File: config.mk
export PLATFORM = sky130hd
export DESIGN_NAME = conv_pixel_feeder
export DESIGN_NICKNAME = d
export VERILOG_FILES = /design/src/rtl/conv_pixel_feeder_pkg.sv /design/src/rtl/feeder_addr_gen.sv /design/src/rtl/conv_pixel_feeder.sv
export SDC_FILE = /design/constraint.sdc
export NUM_CORES = 1
export LEC_CHECK = 0
export BUFFER_PORTS_ARGS = -buffer_cell sky130_fd_sc_hd__buf_2
export CAP_MARGIN = 20
export CORE_AREA = 3 3 60 62
export CTS_CLUSTER_SIZE = 12
export DETAILED_ROUTE_END_ITERATION = 10
export DIE_AREA = 0 0 63 65
export GPL_TIMING_DRIVEN = 0
export PLACE_DENSITY = 0.83
export RECOVER_POWER = 50
export SLEW_MARGIN = 20
export SYNTH_ARGS = -nofsm -noshare
export SYNTH_HDL_FRONTEND = slang
export SYNTH_SLANG_ARGS = --single-unit
File: constraint.sdc
create_clock -name clk -period 2.93 [get_ports clk]
set_input_delay 0.4395 -clock clk [delete_from_list [all_inputs] [get_ports clk]]
set_output_delay 0.4395 -clock clk [all_outputs]
set_load 0.01 [all_outputs]
File: src/rtl/conv_pixel_feeder_pkg.sv
// Shared convolution definitions: feeder FSM encoding and frame-size helpers
// used by the pixel feeder and the window line buffer counters.
package conv_pixel_feeder_pkg;

    typedef enum logic [1:0] {
        IDLE  = 2'd0,
        RUN   = 2'd1,
        DRAIN = 2'd2,
        DONE  = 2'd3
    } feeder_state_t;

    function automatic int pix_per_ch(input int width_img);
        return width_img * width_img;
    endfunction

    function automatic int total_pix(input int width_img, input int num_ch);
        return width_img * width_img * num_ch;
    endfunction

    // Bits needed to hold 0..n-1, never less than one.
    function automatic int cnt_w(input int n);
        return (n > 1) ? $clog2(n) : 1;
    endfunction

endpackage

File: src/rtl/feeder_addr_gen.sv
// Read address, pixel and channel counters for the pixel feeder; advances
// once per issued read and flags the last pixel of each channel.
module feeder_addr_gen
    import conv_pixel_feeder_pkg::*;
#(
    parameter int WIDTH_IMG  = 28,
    parameter int NUM_CH     = 1,
    parameter int ADDR_WIDTH = 10,
    parameter int BASE_ADDR  = 0,
    localparam int CH_W      = cnt_w(NUM_CH)
) (
    input  logic                  clk,
    input  logic                  reset,
    input  logic                  clear,
    input  logic                  issue,
    output logic [ADDR_WIDTH-1:0] mem_addr,
    output logic [CH_W-1:0]       ch_cnt,
    output logic                  wrap,
    output logic                  last_ch
);
    localparam int PPC   = pix_per_ch(WIDTH_IMG);
    localparam int PIX_W = cnt_w(PPC);

    logic [PIX_W-1:0] pix_cnt;

    assign wrap    = (pix_cnt == PIX_W'(PPC - 1));
    assign last_ch = (ch_cnt == CH_W'(NUM_CH - 1));

    // Channels sit back-to-back in RAM, so the address never jumps on a wrap.
    always_ff @(posedge clk or posedge reset) begin
        if (reset) begin
            mem_addr <= ADDR_WIDTH'(BASE_ADDR);
            pix_cnt  <= '0;
            ch_cnt   <= '0;
        end else if (clear) begin
            mem_addr <= ADDR_WIDTH'(BASE_ADDR);
            pix_cnt  <= '0;
            ch_cnt   <= '0;
        end else if (issue) begin
            mem_addr <= mem_addr + ADDR_WIDTH'(1);
            if (wrap) begin
                pix_cnt <= '0;
                if (!last_ch)
                    ch_cnt <= ch_cnt + CH_W'(1);
            end else begin
                pix_cnt <= pix_cnt + PIX_W'(1);
            end
        end
    end

endmodule

File: src/rtl/conv_pixel_feeder.sv
// Streams one or more square feature maps from a synchronous-read RAM in
// raster order into the 3x3 window line buffer, one frame per start pulse.
module conv_pixel_feeder
    import conv_pixel_feeder_pkg::*;
#(
    parameter int DATA_WIDTH = 32,
    parameter int WIDTH_IMG  = 28,
    parameter int NUM_CH     = 1,
    parameter int ADDR_WIDTH = 10,
    parameter int BASE_ADDR  = 0,
    localparam int CH_W      = cnt_w(NUM_CH)
) (
    input  logic                  clk,
    input  logic                  reset,
    input  logic                  start,
    input  logic                  enable,
    output logic                  mem_rd_en,
    output logic [ADDR_WIDTH-1:0] mem_addr,
    input  logic [DATA_WIDTH-1:0] mem_rdata,
    output logic [DATA_WIDTH-1:0] data_out,
    output logic                  valid_out,
    output logic                  last_out,
    output logic [CH_W-1:0]       ch_idx,
    output logic                  busy,
    output logic                  done
);
    feeder_state_t   state_q, state_d;
    logic            clear, wrap, last_ch;
    logic [CH_W-1:0] ch_cnt;

    feeder_addr_gen #(
        .WIDTH_IMG  (WIDTH_IMG),
        .NUM_CH     (NUM_CH),
        .ADDR_WIDTH (ADDR_WIDTH),
        .BASE_ADDR  (BASE_ADDR)
    ) u_addr_gen (
        .clk      (clk),
        .reset    (reset),
        .clear    (clear),
        .issue    (mem_rd_en),
        .mem_addr (mem_addr),
        .ch_cnt   (ch_cnt),
        .wrap     (wrap),
        .last_ch  (last_ch)
    );

    always_ff @(posedge clk or posedge reset) begin
        if (reset) state_q <= IDLE;
        else       state_q <= state_d;
    end

    always_comb begin
        state_d   = state_q;
        mem_rd_en = 1'b0;
        clear     = 1'b0;
        case (state_q)
            IDLE: if (start) begin
                state_d = RUN;
                clear   = 1'b1;
            end
            RUN: begin
                mem_rd_en = enable;
                if (enable && wrap && last_ch)
                    state_d = DRAIN;
            end
            DRAIN:   state_d = DONE;
            DONE:    state_d = IDLE;
            default: state_d = IDLE;
        endcase
    end

    assign busy     = (state_q == RUN) || (state_q == DRAIN);
    assign done     = (state_q == DONE);
    assign data_out = mem_rdata;

    // Sideband tracks the RAM's one-cycle read latency so it lines up with data_out.
    always_ff @(posedge clk or posedge reset) begin
        if (reset) begin
            valid_out <= 1'b0;
            last_out  <= 1'b0;
            ch_idx    <= '0;
        end else begin
            valid_out <= mem_rd_en;
            last_out  <= mem_rd_en && wrap;
            if (mem_rd_en)
                ch_idx <= ch_cnt;
        end
    end

endmodule

==> results.toml <==
[sta]
max_freq_ghz = 0.481
fin_crit_sh_pct = 71.0
fin_tns_setup_ns = 0
slew_headroom_pct = 39.4
setup_ws_ns = 0.850
final_hold_viol_count = 0
rsz0062_at_grt = "no"
fin_crit_ns = 2.08
setup_violations = 0
fin_skew_ns = 0.00679
drv_slew = 0
tightest_slew_ns = 0.908

[clock_tree]
insertion_delay_ns = 0.33
post_cts_buffers = 0
clkSlewWorstSetupHoldPaths_ns = 0.14
cts.sinks = 24
holdBufCountCts = 0
cts_buffer_depth = 2
post_cts_resized = 0
cts_tree = "done"
htreeDepth = 1
numCtsBuffers = 3
cts_root_buf = "clkbuf_4"

[global_routing]
grt_pass1_vias = 1100
grt_util_met3_pct = 3.64
grt_use_met1_pct = 17.6
overflow = 0
busiest_layer = "met2"
grt_max_degree = 25
antenna_found_initial = 0
globalRouteMet2Util_pct = 24.2
grt_pass1_wl_um = 4630
grt_usage_pct = 14.0

[route]
vias_per_cell = 4.62
vias = 1174
wl_um = 2890
ant_nets = 0
wl_per_cell_um = 11.4
dr.first_iter.drc_count = 23
drt_pass1_iterations = 4
drc = 0

[layout]
utilization_pct = 58.5
multi_input_area_um2 = 589
n_antenna_cell = 0
final_layout_size_suffix_gt1_share_pct = 32.9
finalNetCount = 254
fill_cells = 292
seq_area_um2 = 601
areaGrowthSynthToFinish_pct = 22.3

[pwr]
cellLeakagePower_nw = 0.921
peakVddDrop_mv = 0.273
powerDensity_nw_per_um2 = 595

[die]
die_width_um = 63
io_pins = 84
dieArea_um2 = 4100
coreArea_um2 = 3080
die_h_um = 65
row_count = 20
start_util_pct = 47.8

[setup_path]
worst_ep_arrival_time_ns = 1.64
cp_max_fo = 11
worstPathRequired_ns = 2.49
critPathCaptureType = "output pin"
path_cells = "inv_1 > ha_1 > nand2_1 > inv_2 > buf_2"
start_kind = "register"
cpPeakStageDelay_ns = 0.43
crit_type = "register to output pin"
crit_slowest_cell = "dfrtp_1"

[synth]
ys_seq_area_share_pct = 40.8
synth_area_um2 = 1470
synth_edf_count = 0
synth_nets = 199
avgSynthCellArea_um2 = 9.44
synthCells = 156
async_reset_ff_share_pct = 100
ys_warn_count = 0
ys_ff_latch = 24
ys.flop_type = "dfrtp_1"
synthDistinctLibCells = 29

[min_path]
hold_path_class = "input pin to asynchronous set/reset pin"

[place]
gp_congestion = 0.750
dp_hpwl_um = 2220
portBuffers = 50
pre_cts_slack_ns = 1.18

[flow_run]
max-cap-violations = 0

[status]
status = "finished clean"
==> critical path, delay by kind of cell (launching register included) <==
| family | cells | cell delay (ns) |
|---|---|---|
| buffers and inverters | 3 | 0.48 |
| AND/OR/NAND/NOR | 1 | 0.15 |
| flip-flops | 1 | 0.43 |
| adder cells (fa/ha/maj) | 1 | 0.25 |
==> stage by stage <==
| step | instance area (um2) | instances | total power, mW | hold WS (ns) |
|---|---|---|---|---|
| finish | 1800 | 254 | 1.07 | 0.287 |
| global route | 1800 | 254 | 1.14 | 0.362 |
| CTS | 1830 | 254 | 1.08 | 0.319 |
| detailed placement | 1780 | 250 | 0.838 | 0.534 |
| global placement | 1780 | 250 | 0.824 | 0.528 |
| floorplan | 1470 | 156 | 0.726 | 0.454 |
==> registers in the layout, summed over array words and instances (netlist names) <==
| name | flops |
|---|---|
| last_out | 1 |
| state_q | 2 |
| u_addr_gen.mem_addr | 10 |
| u_addr_gen.pix_cnt | 10 |
| valid_out | 1 |
==> layer usage <==
metal  vias up  part of all wire [%]
met2        50                    49
li1        596                     -
met1       524                    42
met5         -                     0
met4         0                  0.45
met3         4                   8.2
==> power by group <==
group	leakage (nW)	internal (mW)	total, mW	switching, mW
sequential	0.307	0.412	0.513	0.101
combinational	0.586	0.155	0.314	0.159
clock	0.0279	0.138	0.245	0.107
total	0.921	0.705	1.07	0.367
==> final cells by class <==
type / count / area share, %
Clock buffer: 3 / 1.25
Buffer: 35 / 14.2
Timing Repair Buffer: 50 / 12.3
Multi-Input combinational cell: 90 / 32.7
Tap cell: 44 / 3.06
Clock inverter: 1 / 1.67
Sequential cell: 24 / 33.3
Inverter: 7 / 1.46
==> synthesized netlist by cell type (2+ instances only) <==
cell type	instances	area [um2]
buf_4	33	248
dfrtp_1	24	601
nor2_1	18	67.6
nand2_1	9	33.8
xor2_1	9	78.8
nand4_1	8	50.1
ha_1	7	87.6
inv_1	6	22.5
nand3_1	6	30.0
xnor2_1	6	52.6
a21oi_1	4	20.0
nor3_1	3	15.0
or3_1	3	18.8
a22o_1	2	17.5
and3_1	2	12.5
and4_1	2	17.5
o21ai_0	2	10.0
==> placed cells by master (no fill, tap or decap), types with 4 or more instances in the layout <==
cell type  count
nor2_1        18
buf_4         33
buf_2         28
nand4_1        8
inv_1          6
a21oi_1        4
dfrtp_1       24
xnor2_1        6
nand3_1        6
xor2_1         9
ha_1           7
nand2_1        9
clkbuf_1      24
==> final timing paths <==
check,end,startpoint,cells past startpoint,slack [ns]
worst max-delay path,mem_rd_en,state_q[1]$_DFFE_PP0P_,5,0.85
min in group clk,last_out$_DFF_PP0_,enable,3,0.49
worst min register to register,u_addr_gen.pix_cnt[9]$_DFFE_PP0P_,u_addr_gen.pix_cnt[9]$_DFFE_PP0P_,2,0.57
worst max register to register,u_addr_gen.pix_cnt[7]$_DFFE_PP0P_,state_q[1]$_DFFE_PP0P_,6,1.10
worst min-delay path,valid_out$_DFF_PP0_,reset,2,0.29
max in group asynchronous,u_addr_gen.pix_cnt[4]$_DFFE_PP0P_,reset,2,2.09
==> cell families after synthesis <==
kind of cell    after synthesis  share of synthesized area [%]
flops                        24                           40.8
buf+inv                      42                           19.2
fa+ha+maj                     7                           5.95
xor+xnor                     15                           8.92
mux                           2                           1.70
simple gates                 55                           18.8
compound gates               10                           4.42
other cells                   1                          0.255
Note: power is estimated with default switching activity, not from simulation.
